[src/rtl/seven_seg_scanner.sv]
// Four-digit multiplexed seven-segment scanner.
// Each digit slot starts with an all-off blanking window, then drives one
// anode with its segment pattern. A frame is four slots; all display data is
// latched into shadow registers at every frame start so mid-frame input
// changes never tear the displayed value. Every output is a flop.
module seven_seg_scanner #(
  parameter int DIGIT_CYCLES   = 50000,
  parameter int BLANK_CYCLES   = 8,
  parameter bit SEG_ACTIVE_LOW = 1'b1,
  parameter bit AN_ACTIVE_LOW  = 1'b1
) (
  input  logic       clk,
  input  logic       reset,
  input  logic       enable,
  input  logic [6:0] seg0,
  input  logic [6:0] seg1,
  input  logic [6:0] seg2,
  input  logic [6:0] seg3,
  input  logic [3:0] dp_in,
  input  logic [3:0] digit_mask,
  output logic [6:0] seg_out,
  output logic       dp_out,
  output logic [3:0] an_out,
  output logic       frame_tick
);

  localparam int CW = (DIGIT_CYCLES > 2) ? $clog2(DIGIT_CYCLES) : 2;
  localparam logic [CW-1:0] CYC_LAST   = CW'(DIGIT_CYCLES - 1);
  localparam logic [CW-1:0] BLANK_LAST = CW'(BLANK_CYCLES - 1);

  // Idle (deasserted) level of each output for the chosen polarity.
  localparam logic [3:0] AN_OFF  = AN_ACTIVE_LOW  ? 4'b1111    : 4'b0000;
  localparam logic [6:0] SEG_OFF = SEG_ACTIVE_LOW ? 7'b1111111 : 7'b0000000;
  localparam logic       DP_OFF  = SEG_ACTIVE_LOW ? 1'b1       : 1'b0;

  typedef enum logic [1:0] {
    IDLE  = 2'd0,
    BLANK = 2'd1,
    DRIVE = 2'd2
  } state_t;

  state_t        state_r, state_s;
  logic [CW-1:0] cyc_cnt_r, cyc_cnt_s;
  logic [1:0]    digit_idx_r, digit_idx_s;
  logic          frame_start_s;

  logic [6:0]    seg_sh_r [0:3];
  logic [6:0]    seg_sh_s [0:3];
  logic [3:0]    dp_sh_r, dp_sh_s;
  logic [3:0]    mask_sh_r, mask_sh_s;

  logic [3:0]    an_on_s;
  logic [6:0]    seg_on_s;
  logic          dp_on_s;

  logic [3:0]    an_r;
  logic [6:0]    seg_r;
  logic          dp_r;
  logic          frame_tick_r;

  // Next-state logic: slot sequencing, digit advance and frame-start detect.
  always_comb begin
    state_s       = state_r;
    cyc_cnt_s     = cyc_cnt_r;
    digit_idx_s   = digit_idx_r;
    frame_start_s = 1'b0;
    if (!enable) begin
      state_s     = IDLE;
      cyc_cnt_s   = '0;
      digit_idx_s = 2'd0;
    end else begin
      case (state_r)
        IDLE: begin
          state_s       = BLANK;
          cyc_cnt_s     = '0;
          digit_idx_s   = 2'd0;
          frame_start_s = 1'b1;
        end
        BLANK: begin
          cyc_cnt_s = cyc_cnt_r + CW'(1);
          if (cyc_cnt_r == BLANK_LAST) begin
            state_s = DRIVE;
          end else begin
            state_s = BLANK;
          end
        end
        DRIVE: begin
          if (cyc_cnt_r == CYC_LAST) begin
            // Digit 3 -> 0 wraps naturally in two bits; that wrap opens a frame.
            state_s       = BLANK;
            cyc_cnt_s     = '0;
            digit_idx_s   = digit_idx_r + 2'd1;
            frame_start_s = (digit_idx_r == 2'd3);
          end else begin
            cyc_cnt_s = cyc_cnt_r + CW'(1);
          end
        end
        default: begin
          state_s     = IDLE;
          cyc_cnt_s   = '0;
          digit_idx_s = 2'd0;
        end
      endcase
    end
  end

  // Shadow capture: display data is only sampled at a frame start.
  always_comb begin
    seg_sh_s  = seg_sh_r;
    dp_sh_s   = dp_sh_r;
    mask_sh_s = mask_sh_r;
    if (frame_start_s) begin
      seg_sh_s[0] = seg0;
      seg_sh_s[1] = seg1;
      seg_sh_s[2] = seg2;
      seg_sh_s[3] = seg3;
      dp_sh_s     = dp_in;
      mask_sh_s   = digit_mask;
    end else begin
      mask_sh_s = mask_sh_r;
    end
  end

  // Active-high output image for the upcoming cycle, built from next state so
  // the registered outputs line up with the state they belong to.
  always_comb begin
    an_on_s  = 4'b0000;
    seg_on_s = 7'b0000000;
    dp_on_s  = 1'b0;
    if ((state_s == DRIVE) && !mask_sh_s[digit_idx_s]) begin
      an_on_s  = 4'b0001 << digit_idx_s;
      seg_on_s = seg_sh_s[digit_idx_s];
      dp_on_s  = dp_sh_s[digit_idx_s];
    end else begin
      an_on_s  = 4'b0000;
    end
  end

  // State, counters, shadows and polarity-adjusted output registers.
  always_ff @(posedge clk or posedge reset) begin
    if (reset) begin
      state_r      <= IDLE;
      cyc_cnt_r    <= '0;
      digit_idx_r  <= 2'd0;
      for (int i = 0; i < 4; i++) begin
        seg_sh_r[i] <= 7'd0;
      end
      dp_sh_r      <= 4'd0;
      mask_sh_r    <= 4'd0;
      an_r         <= AN_OFF;
      seg_r        <= SEG_OFF;
      dp_r         <= DP_OFF;
      frame_tick_r <= 1'b0;
    end else begin
      state_r      <= state_s;
      cyc_cnt_r    <= cyc_cnt_s;
      digit_idx_r  <= digit_idx_s;
      for (int i = 0; i < 4; i++) begin
        seg_sh_r[i] <= seg_sh_s[i];
      end
      dp_sh_r      <= dp_sh_s;
      mask_sh_r    <= mask_sh_s;
      an_r         <= AN_ACTIVE_LOW  ? ~an_on_s  : an_on_s;
      seg_r        <= SEG_ACTIVE_LOW ? ~seg_on_s : seg_on_s;
      dp_r         <= SEG_ACTIVE_LOW ? ~dp_on_s  : dp_on_s;
      frame_tick_r <= frame_start_s;
    end
  end

  assign an_out     = an_r;
  assign seg_out    = seg_r;
  assign dp_out     = dp_r;
  assign frame_tick = frame_tick_r;

endmodule

[config.mk]
export PLATFORM = sky130hd
export DESIGN_NAME = seven_seg_scanner
export DESIGN_NICKNAME = d
export VERILOG_FILES = /design/src/rtl/seven_seg_scanner.sv
export SDC_FILE = /design/constraint.sdc
export NUM_CORES = 1
export LEC_CHECK = 0
export BUFFER_PORTS_ARGS = -buffer_cell sky130_fd_sc_hd__buf_2
export CAP_MARGIN = 20
export CELL_PAD_IN_SITES_DETAIL_PLACEMENT = 0
export CELL_PAD_IN_SITES_GLOBAL_PLACEMENT = 2
export CORE_AREA = 2 2 101 103
export CTS_BUF_LIST = sky130_fd_sc_hd__clkbuf_8
export DETAILED_ROUTE_END_ITERATION = 10
export DIE_AREA = 0 0 103 105
export PLACE_DENSITY_LB_ADDON = 0.2
export SETUP_SLACK_MARGIN = 0.3
export SYNTH_ARGS = -nofsm -noshare
export SYNTH_HDL_FRONTEND = slang
export SYNTH_SLANG_ARGS = --single-unit
[constraint.sdc]
create_clock -name clk -period 7.2 [get_ports clk]
set_clock_uncertainty 0.2 [all_clocks]
set_input_delay 0 -clock clk [delete_from_list [all_inputs] [get_ports clk]]
set_output_delay 0 -clock clk [all_outputs]
set_load 0.05 [all_outputs]
Word level (Yosys, flattened, before mapping)
Index checks and enable logic that the tools add are counted.
{"block": "totals", "elab_cells": 57, "latchBits": 0, "n_memories": 0, "mem_bits_rw": 0, "romBits": 0, "out_inout_bits": 13, "register_bits": 69}
{"block": "classes", "n_bitwise": 4, "n_reduce_logical": 3, "n_div": 0, "n_lt_le_gt_ge": 2, "n_addsub": 2, "shifts": 1, "mux": 26, "n_eq_ne": 6, "mul": 0}
{"op": "16-bit 2-to-1 mux", "count": 2}
{"op": "16-bit one-hot mux with 2 select lines", "count": 1}
{"op": "28-bit 2-to-1 mux", "count": 1}
{"op": "7-bit 2-to-1 mux", "count": 3}
{"op": "16-bit by 1-bit adder with 16-bit output, second input constant", "count": 1}
{"op": "16-bit equality test, second input constant", "count": 1}
{"op": "16-bit by 3-bit equality test with 1-bit output, second input constant", "count": 1}
{"op": "7-bit binary-select mux with 2-bit select", "count": 1}
{"op": "4-bit 2-to-1 mux", "count": 3}
{"op": "2-bit 2-to-1 mux", "count": 5}
{"op": "7-bit NOT", "count": 1}
{"op": "2-bit equality test, second input constant", "count": 3}
{"op": "2-bit one-hot mux with 3 select lines", "count": 1}
{"op": "1-bit 2-to-1 mux", "count": 5}
{"op": "1-bit binary-select mux with 2-bit select", "count": 2}
{"op": "4-bit NOT", "count": 1}
{"op": "2-bit one-hot mux with 2 select lines", "count": 1}
{"op": "1-bit by 2-bit << shifter with 4-bit output, first input constant", "count": 1}
{"op": "3-bit >= comparator, second input constant", "count": 1}
{"op": "2-bit by 3-bit < comparator with 1-bit output, second input constant", "count": 1}
{"op": "2-bit NOT with 3-bit output", "count": 1}
{"op": "2-bit by 1-bit adder with 2-bit output, second input constant", "count": 1}
{"op": "2-bit by 1-bit equality test with 1-bit output, second input constant", "count": 1}
{"op": "2-bit logical NOT", "count": 1}
{"op": "4 further kinds", "count": 4}

Logic depth before layout (Yosys ltp)
Gate-level depths: netlist of the first run.
{"block": "depth", "ltp_word": 11, "mapped_depth": 11}

Worst setup path after synthesis of the first run
Ideal clock, no wire load.
{"block": "synth_path", "path_kind": "reg2reg", "startpoint": "reg state_r[0]", "endpoint": "reg seg_r[0], in the netlist seg_out[0]", "required_time_ns": 6.906, "setup_time_ns": 0.094, "t_arrival_ns": 2.194, "stages_incl_launch_ff": 11, "path_slack_ns": 4.712, "n_path_buf": 1, "path_cell_list": "dfrtp_1 inv_1 ha_1 and2_1 o21ai_1 clkbuf_1 a22oi_1 o211ai_1 nor2_1 a2111oi_0 o21ai_0"}
{"item": "start: declaration", "line_no": "42", "text": "state_t state_r, state_s;"}
{"item": "start signal: assignment", "line_no": "155", "text": "state_r <= state_s;"}
{"item": "end signal: assignment", "line_no": "164", "text": "seg_r <= SEG_ACTIVE_LOW ? ~seg_on_s : seg_on_s;"}
{"item": "end: declaration", "line_no": "57", "text": "logic [6:0] seg_r;"}

Final worst setup path of the first run
{"block": "layout_path", "startpoint": "reg cyc_cnt_r[0]", "endpoint": "reg seg_r[0], in the netlist seg_out[0]"}
{"block": "layout_between", "elab_chain_len": 11, "elab_cells_between_ends": 25}
{"item": "start: declaration", "line_no": "43", "text": "logic [CW-1:0] cyc_cnt_r, cyc_cnt_s;"}
{"item": "start signal: assignment", "line_no": "156", "text": "cyc_cnt_r <= cyc_cnt_s;"}
{"item": "16-bit equality test", "line_no": "88", "text": "if (cyc_cnt_r == CYC_LAST) begin"}
{"item": "1-bit 2-to-1 mux", "line_no": "88"}
{"item": "1-bit one-hot mux with 2 select lines", "line_no": "72", "text": "case (state_r)"}
{"item": "1-bit 2-to-1 mux", "line_no": "67", "text": "if (!enable) begin"}
{"item": "4-bit 2-to-1 mux", "line_no": "112", "text": "if (frame_start_s) begin"}
{"item": "1-bit binary-select mux with 2-bit select", "line_no": "130", "text": "if ((state_s == DRIVE) && !mask_sh_s[digit_idx_s]) begin"}
{"item": "1-bit 2-to-1 mux (not written as such)", "line_no": "130"}
{"item": "1-bit logical NOT", "line_no": "130"}
{"item": "1-bit logical AND", "line_no": "130"}
{"item": "7-bit 2-to-1 mux *", "line_no": "130"}
{"item": "7-bit NOT *", "line_no": "164"}
Every way passes the cells marked *; elsewhere a longest branch is shown, timed or not. The select of a mux whose other input is x is not followed.

==> metrics.txt, run 1 <==
status finished clean; first-pass GRT wire length 17.2 mm; CTS buffer count 9; largest net degree at the start of global routing 70; Post-synth EDFFs 0; hold_sp cyc_cnt_r[0]; grt ovf 0; crit share post-route 0.500; DR iter-0 viols 160; Hold Vio Cnt, Final 0; synth warn 0; sequential area share after synthesis 0.461; layout cells sized above 1 0.186; worst setup path start cyc_cnt_r[0]; htree depth 3; vias per cell 5.36; final setup fails 0; post-synthesis register bit count 69; TNS Setup 0 ps; delay-heaviest family, CP compound AO/OA/AOI/OAI gates; Arr. time, crit path 3640 ps; fraction of power consumed by sequential logic 0.482; critical path's slowest cell o211a_1; IO Port Bufs 51; total die area 10800 um^2; Setup crit end kind flip-flop; Clock transition at path regs 70 ps; CTS tree done; commonest register cell after synthesis dfrtp_1; DR vias 3336; Core Rows 36; fin crit period 3600 ps; critical path type flip-flop to flip-flop; Remaining DRCs 0; Crit path buffers/inverters 2; syn avg cell area 9.24 um^2; HP Class flip-flop to flip-flop; Synthesized Nets 454; largest fanout on the critical path 42; VDD IR-drop max 0.0000948 V; CORE AREA 9640 um^2; CP cell instances ha_1 -> and4_1 -> nand4_2 -> buf_4 -> o211a_1 -> clkinv_4 -> mux2i_2 -> a2111oi_0 -> o21ai_0; worst r2r src cyc_cnt_r[0]; number of detailed-route iterations in the first pass 5; Async S/R FF share, synth 1.00; combinational share of power 0.186; RSZ-0062 raised after global routing no; Max Root-Sink Buffers 2; total internal power 0.671 mW; Max Slew Vio Count 0; HPWL after DPL 6.56 mm; Layout Utilization 0.488; P_sw 0.258 mW; cell count after synthesis 409; Critical Path RT 7240 ps; GR Util All Layers 0.201; Die Width 103 um; startpoint types flip-flop; Routed WL 10.3 mm; max incr delay on CP 780 ps; leak pwr 1.91 nW; Root Driver clkbuf_8; design area 4700 um^2; Max Fclk 278 MHz; placed cell areas 4130 um^2; switch share 0.278; Die Height 105 um; synthesized area 3780 um^2; DRT antenna net count 0; final net count 529; Clock Latency Late Sink 340 ps; Power Dens Cells 198 nW/um^2; slew margin rel. 0.422; placed cell count 568; Slew @ Worst Pin 867 ps; Finished Layout Cells 622; DR WL/cell 16.6 um; initial core utilization 0.392; clock share of power 0.331; count of different cell masters after synthesis 40; diode count 0; clock sink count 69; gpl congestion 0.791; post_cts resized 0; vias in the first global route 3419; Area Overhead vs Synth 24.4%; initial antenna violation count 0; CTS Hold Buffers Added 38; Ports 52; MaxCap Viol Count 0; Setup Fix Bufs, Post-CTS 0
[final cells by class]
cell class / count / area (um^2)
clock buffers: 10 / 138
clock inverters: 6 / 55.1
fillers: 956 / 4940
inverters: 14 / 57.6
multi-input cells: 294 / 1860
flip-flops and latches: 69 / 1740
well taps: 133 / 166
repair buffers: 96 / 688
[cell usage after synthesis, types with 3 or more instances]
master | count | share of area
a2111oi_0 | 4 | 0.0093
a221oi_1 | 5 | 0.012
a22oi_1 | 31 | 0.062
and2_1 | 3 | 0.0050
and3_1 | 6 | 0.0099
buf_1 | 3 | 0.0030
buf_2 | 5 | 0.0066
clkbuf_1 | 23 | 0.023
dfrtp_1 | 57 | 0.38
dfstp_2 | 12 | 0.083
ha_1 | 6 | 0.020
inv_1 | 13 | 0.013
nand2_1 | 43 | 0.043
nand2b_1 | 3 | 0.0050
nand3_1 | 10 | 0.013
nand3b_1 | 36 | 0.071
nand4_1 | 7 | 0.012
nor2_1 | 52 | 0.052
nor4_1 | 13 | 0.022
o211a_1 | 4 | 0.011
o211ai_1 | 28 | 0.056
o21ai_0 | 12 | 0.016
xnor2_1 | 6 | 0.014
xor2_1 | 8 | 0.019
[metal layers]
layer / part of all wire / global-route usage / vias up
li1: - / - / 1637
met1: 0.50 / 0.290 / 1641
met2: 0.47 / 0.314 / 53
met3: 0.025 / 0.0261 / 5
met4: 0.0083 / 0.0545 / 0
met5: 0 / 0 / -
[power groups by stage]
| stage | clock [mW] | combinational (mW) | sequential [mW] |
|---|---|---|---|
| finish | 0.308 | 0.173 | 0.448 |
| global route | 0.341 | 0.193 | 0.453 |
| CTS | 0.320 | 0.174 | 0.448 |
| detailed placement | 0 | 0.158 | 0.455 |
| global placement | 0 | 0.156 | 0.453 |
| floorplan | 0 | 0.108 | 0.451 |
[sequential cells by signal, summed over array words and instances (netlist names)]
signal and count:
an_out 4, cyc_cnt_r 16, digit_idx_r 2, dp_out 1
dp_sh_r 4, frame_tick 1, mask_sh_r 4, seg_out 7
seg_sh_r 28, state_r 2
[path summary, 6_finish.rpt]
| path | end | slack, ps | cells past startpoint |
|---|---|---|---|
| setup / recovery | seg_out[0] | 3600 | 9 |
| hold / removal | cyc_cnt_r[0] | 260 | 1 |
| setup reg to reg | seg_out[0] | 3600 | 9 |
| hold reg to reg | cyc_cnt_r[0] | 260 | 1 |
| max in group asynchronous | dp_sh_r[3] | 5960 | 4 |
| min in group asynchronous | mask_sh_r[2] | 270 | 4 |
[layout by cell type (no fill, tap or decap), types with 3 or more instances in the layout]
master         Yosys  routed
nand2b_1           3       3
nor4_1            13      13
a2111oi_0          4       4
and3_1             6       6
buf_4              1       7
nand3_1           10      10
xnor2_1            6       6
inv_1             13      14
and2_1             3       3
dfrtp_1           57      57
dfstp_2           12      12
ha_1               6       6
a221oi_1           5       5
nor2_1            52      52
nand3b_1          36      36
clkbuf_8           0      10
o211ai_1          28      28
nand2_1           43      43
xor2_1             8       8
buf_2              5      51
a22oi_1           31      31
o21ai_0           12      12
o211a_1            4       4
nand4_1            7       7
dlygate4sd3_1      0      38
[cell families (layout without fill, tap and decap cells)]
group           count (synthesis)  in the layout  share of synthesized area
simple gates                  181            181                      0.252
compound gates                 90             90                      0.176
flops                          69             69                      0.461
buf+inv                        46            126                     0.0496
xor+xnor                       14             14                     0.0324
fa+ha+maj                       6              6                     0.0199
mux                             3              3                    0.00993
[through the flow]
stage                     power, mW  setup WS (ps)  hold slack, ps
after global placement        0.609           3700            67.8
final                         0.929           3600             261
after CTS                     0.942           3620             266
after floorplan               0.559           4710           -77.9
after global routing          0.987           3250             285
after detailed placement      0.612           3620            75.7
Power figures use the tool's default switching activity.
==> inputs of run 2 (changes only) <==
--- a/config.mk
+++ b/config.mk
@@ -9,10 +9,10 @@
 export CAP_MARGIN = 20
 export CELL_PAD_IN_SITES_DETAIL_PLACEMENT = 0
 export CELL_PAD_IN_SITES_GLOBAL_PLACEMENT = 2
-export CORE_AREA = 2 2 101 103
+export CORE_AREA = 2 2 105 107
 export CTS_BUF_LIST = sky130_fd_sc_hd__clkbuf_8
 export DETAILED_ROUTE_END_ITERATION = 10
-export DIE_AREA = 0 0 103 105
+export DIE_AREA = 0 0 107 109
 export PLACE_DENSITY_LB_ADDON = 0.2
 export SETUP_SLACK_MARGIN = 0.3
 export SYNTH_ARGS = -nofsm -noshare
==> constraint.sdc (replaced) <==
create_clock -name clk -period 3.7 [get_ports clk]
set_clock_uncertainty 0.2 [all_clocks]
set_input_delay 0 -clock clk [delete_from_list [all_inputs] [get_ports clk]]
set_output_delay 0 -clock clk [all_outputs]
set_load 0.05 [all_outputs]
==> metrics.txt, run 2 (synthesis results as in run 1) <==
delay-heaviest family, CP compound AO/OA/AOI/OAI gates; CTS tree done; Die Width 107 um; Core Rows 38; initial core utilization 0.357; Root Driver clkbuf_8; Critical Path RT 3750 ps; max reg flops 28; Remaining DRCs 0; MaxCap Viol Count 0; Clock Latency Late Sink 340 ps; final setup fails 0; vias in the first global route 3466; routing usage on met3 0.0311; HPWL after DPL 6.92 mm; most frequent cells in the layout 57 x dfrtp_1, 52 x nor2_1, 51 x buf_2, 43 x nand2_1, 38 x dlygate4sd3_1; DR iter-0 viols 138; Arr. time, crit path 3000 ps; first-pass GRT wire length 17.6 mm; critical path's slowest cell ha_1; Slew @ Worst Pin 628 ps; commonest non-fill, non-tap cell in the layout dfrtp_1; DR vias 3383; Setup crit end kind flip-flop; Reg with most FFs seg_sh_r; Power Dens Cells 400 nW/um^2; DR WL/cell 17.2 um; largest fanout on the critical path 32; Ports 52; Clock transition at path regs 80 ps; GR Util met1 0.263; placed cell count 579; crit share post-route 0.798; max incr delay on CP 490 ps; met2 usage 0.323; fin crit period 2950 ps; largest net degree at the start of global routing 45; Final Power 1.91 mW; CORE AREA 10600 um^2; Hold Vio Cnt, Final 0; leak pwr 1.95 nW; clock sink count 69; critical path type flip-flop to flip-flop; grt ovf 0; IO Port Bufs 51; Finished Layout Cells 633; CTS buffer count 9; Max Root-Sink Buffers 2; Max Fclk 339 MHz; number of detailed-route iterations in the first pass 4; TNS Setup 0 ps; GR Util All Layers 0.194; htree depth 3; final net count 533; CP cell instances inv_1 -> ha_1 -> and2_1 -> buf_4 -> a22oi_1 -> o211ai_1 -> nor2_1 -> a2111oi_0 -> o21ai_0; Routed WL 10.9 mm; vias per cell 5.34; diode count 0; layout cells sized above 1 0.195; Crit path buffers/inverters 2; placed cell areas 4170 um^2; status finished clean; VDD IR-drop max 0.000163 V; RSZ-0062 raised after global routing no; grt peak-use layer met2; Layout fillers 1037; design area 4770 um^2; Die Height 109 um; total die area 11700 um^2; initial antenna violation count 0; slew margin rel. 0.581; Area Overhead vs Synth 26.2%; DRT antenna net count 0; gpl congestion 0.721; startpoint types flip-flop; Register Area 1740 um^2; area of the multi-input gates 1860 um^2; Max Slew Vio Count 0; HP Class input port to async pin
==> run 2: cell count changes in the layout (fill, tap and decap cells not counted), sizes merged <==
cell,previous run,this run
bufinv,1,2
clkbuf,10,11
buf,58,62
inv,15,14
clkinvlp,1,0
==> run 2: final timing paths <==
kind | startpoint | slack [ps] | endpoint | cells after the start
max | state_r[0] | 750 | seg_out[0] | 9
min | reset | 60 | mask_sh_r[2] | 3
max reg2reg | state_r[0] | 750 | seg_out[0] | 9
min reg2reg | cyc_cnt_r[0] | 260 | cyc_cnt_r[0] | 1
max in group asynchronous | reset | 2230 | an_out[2] | 4
min in group clk | seg1[5] | 260 | seg_sh_r[19] | 4
==> run 2: per-stage QoR <==
stage | utilization | hold slack, ps | setup slack (ps)
global route | 0.450 | 114 | 387
global placement | 0.393 | -112 | 726
finish | 0.450 | 59.2 | 746
CTS | 0.450 | 70.8 | 708
floorplan | - | -77.9 | 1210
detailed placement | 0.393 | -103 | 727
==> run 2: report_power, final <==
part / total (mW) / leakage, nW / switching [mW] / internal, mW
logic: 0.340 / 1.02 / 0.183 / 0.157
registers: 0.872 / 0.806 / 0.0405 / 0.832
clock network: 0.699 / 0.121 / 0.287 / 0.412
==> run 2: final cells by class <==
class | count | area share
clock buffer | 11 | 0.0317
clock inverter | 5 | 0.0155
inverter | 14 | 0.0121
multi-input combinational | 294 | 0.389
sequential | 69 | 0.365
tap | 140 | 0.0367
timing repair buffer | 100 | 0.150
==> run 2: metal layers <==
metal / wire length (um) / up-vias / part of all wire
met5: 0 / - / 0
met4: 104 / 0 / 0.0096
met3: 362 / 8 / 0.033
met2: 5130 / 62 / 0.47
met1: 5270 / 1670 / 0.48
li1: - / 1643 / -
==> run 2: timing repair <==
item,in CTS,in global routing
endpoints found under the hold margin,68,0
endpoints found under the setup margin,0,0
setup buffers,0,0
hold buffers,38,0
gates resized for setup,0,0
==> run 2: worst reg2reg max path, stage by stage, from the launching register on <==
cell	delay (ps)
dfrtp_1	410
inv_1	110
ha_1	490
and2_1	320
buf_4	400
a22oi_1	190
o211ai_1	180
nor2_1	80
a2111oi_0	330
o21ai_0	150
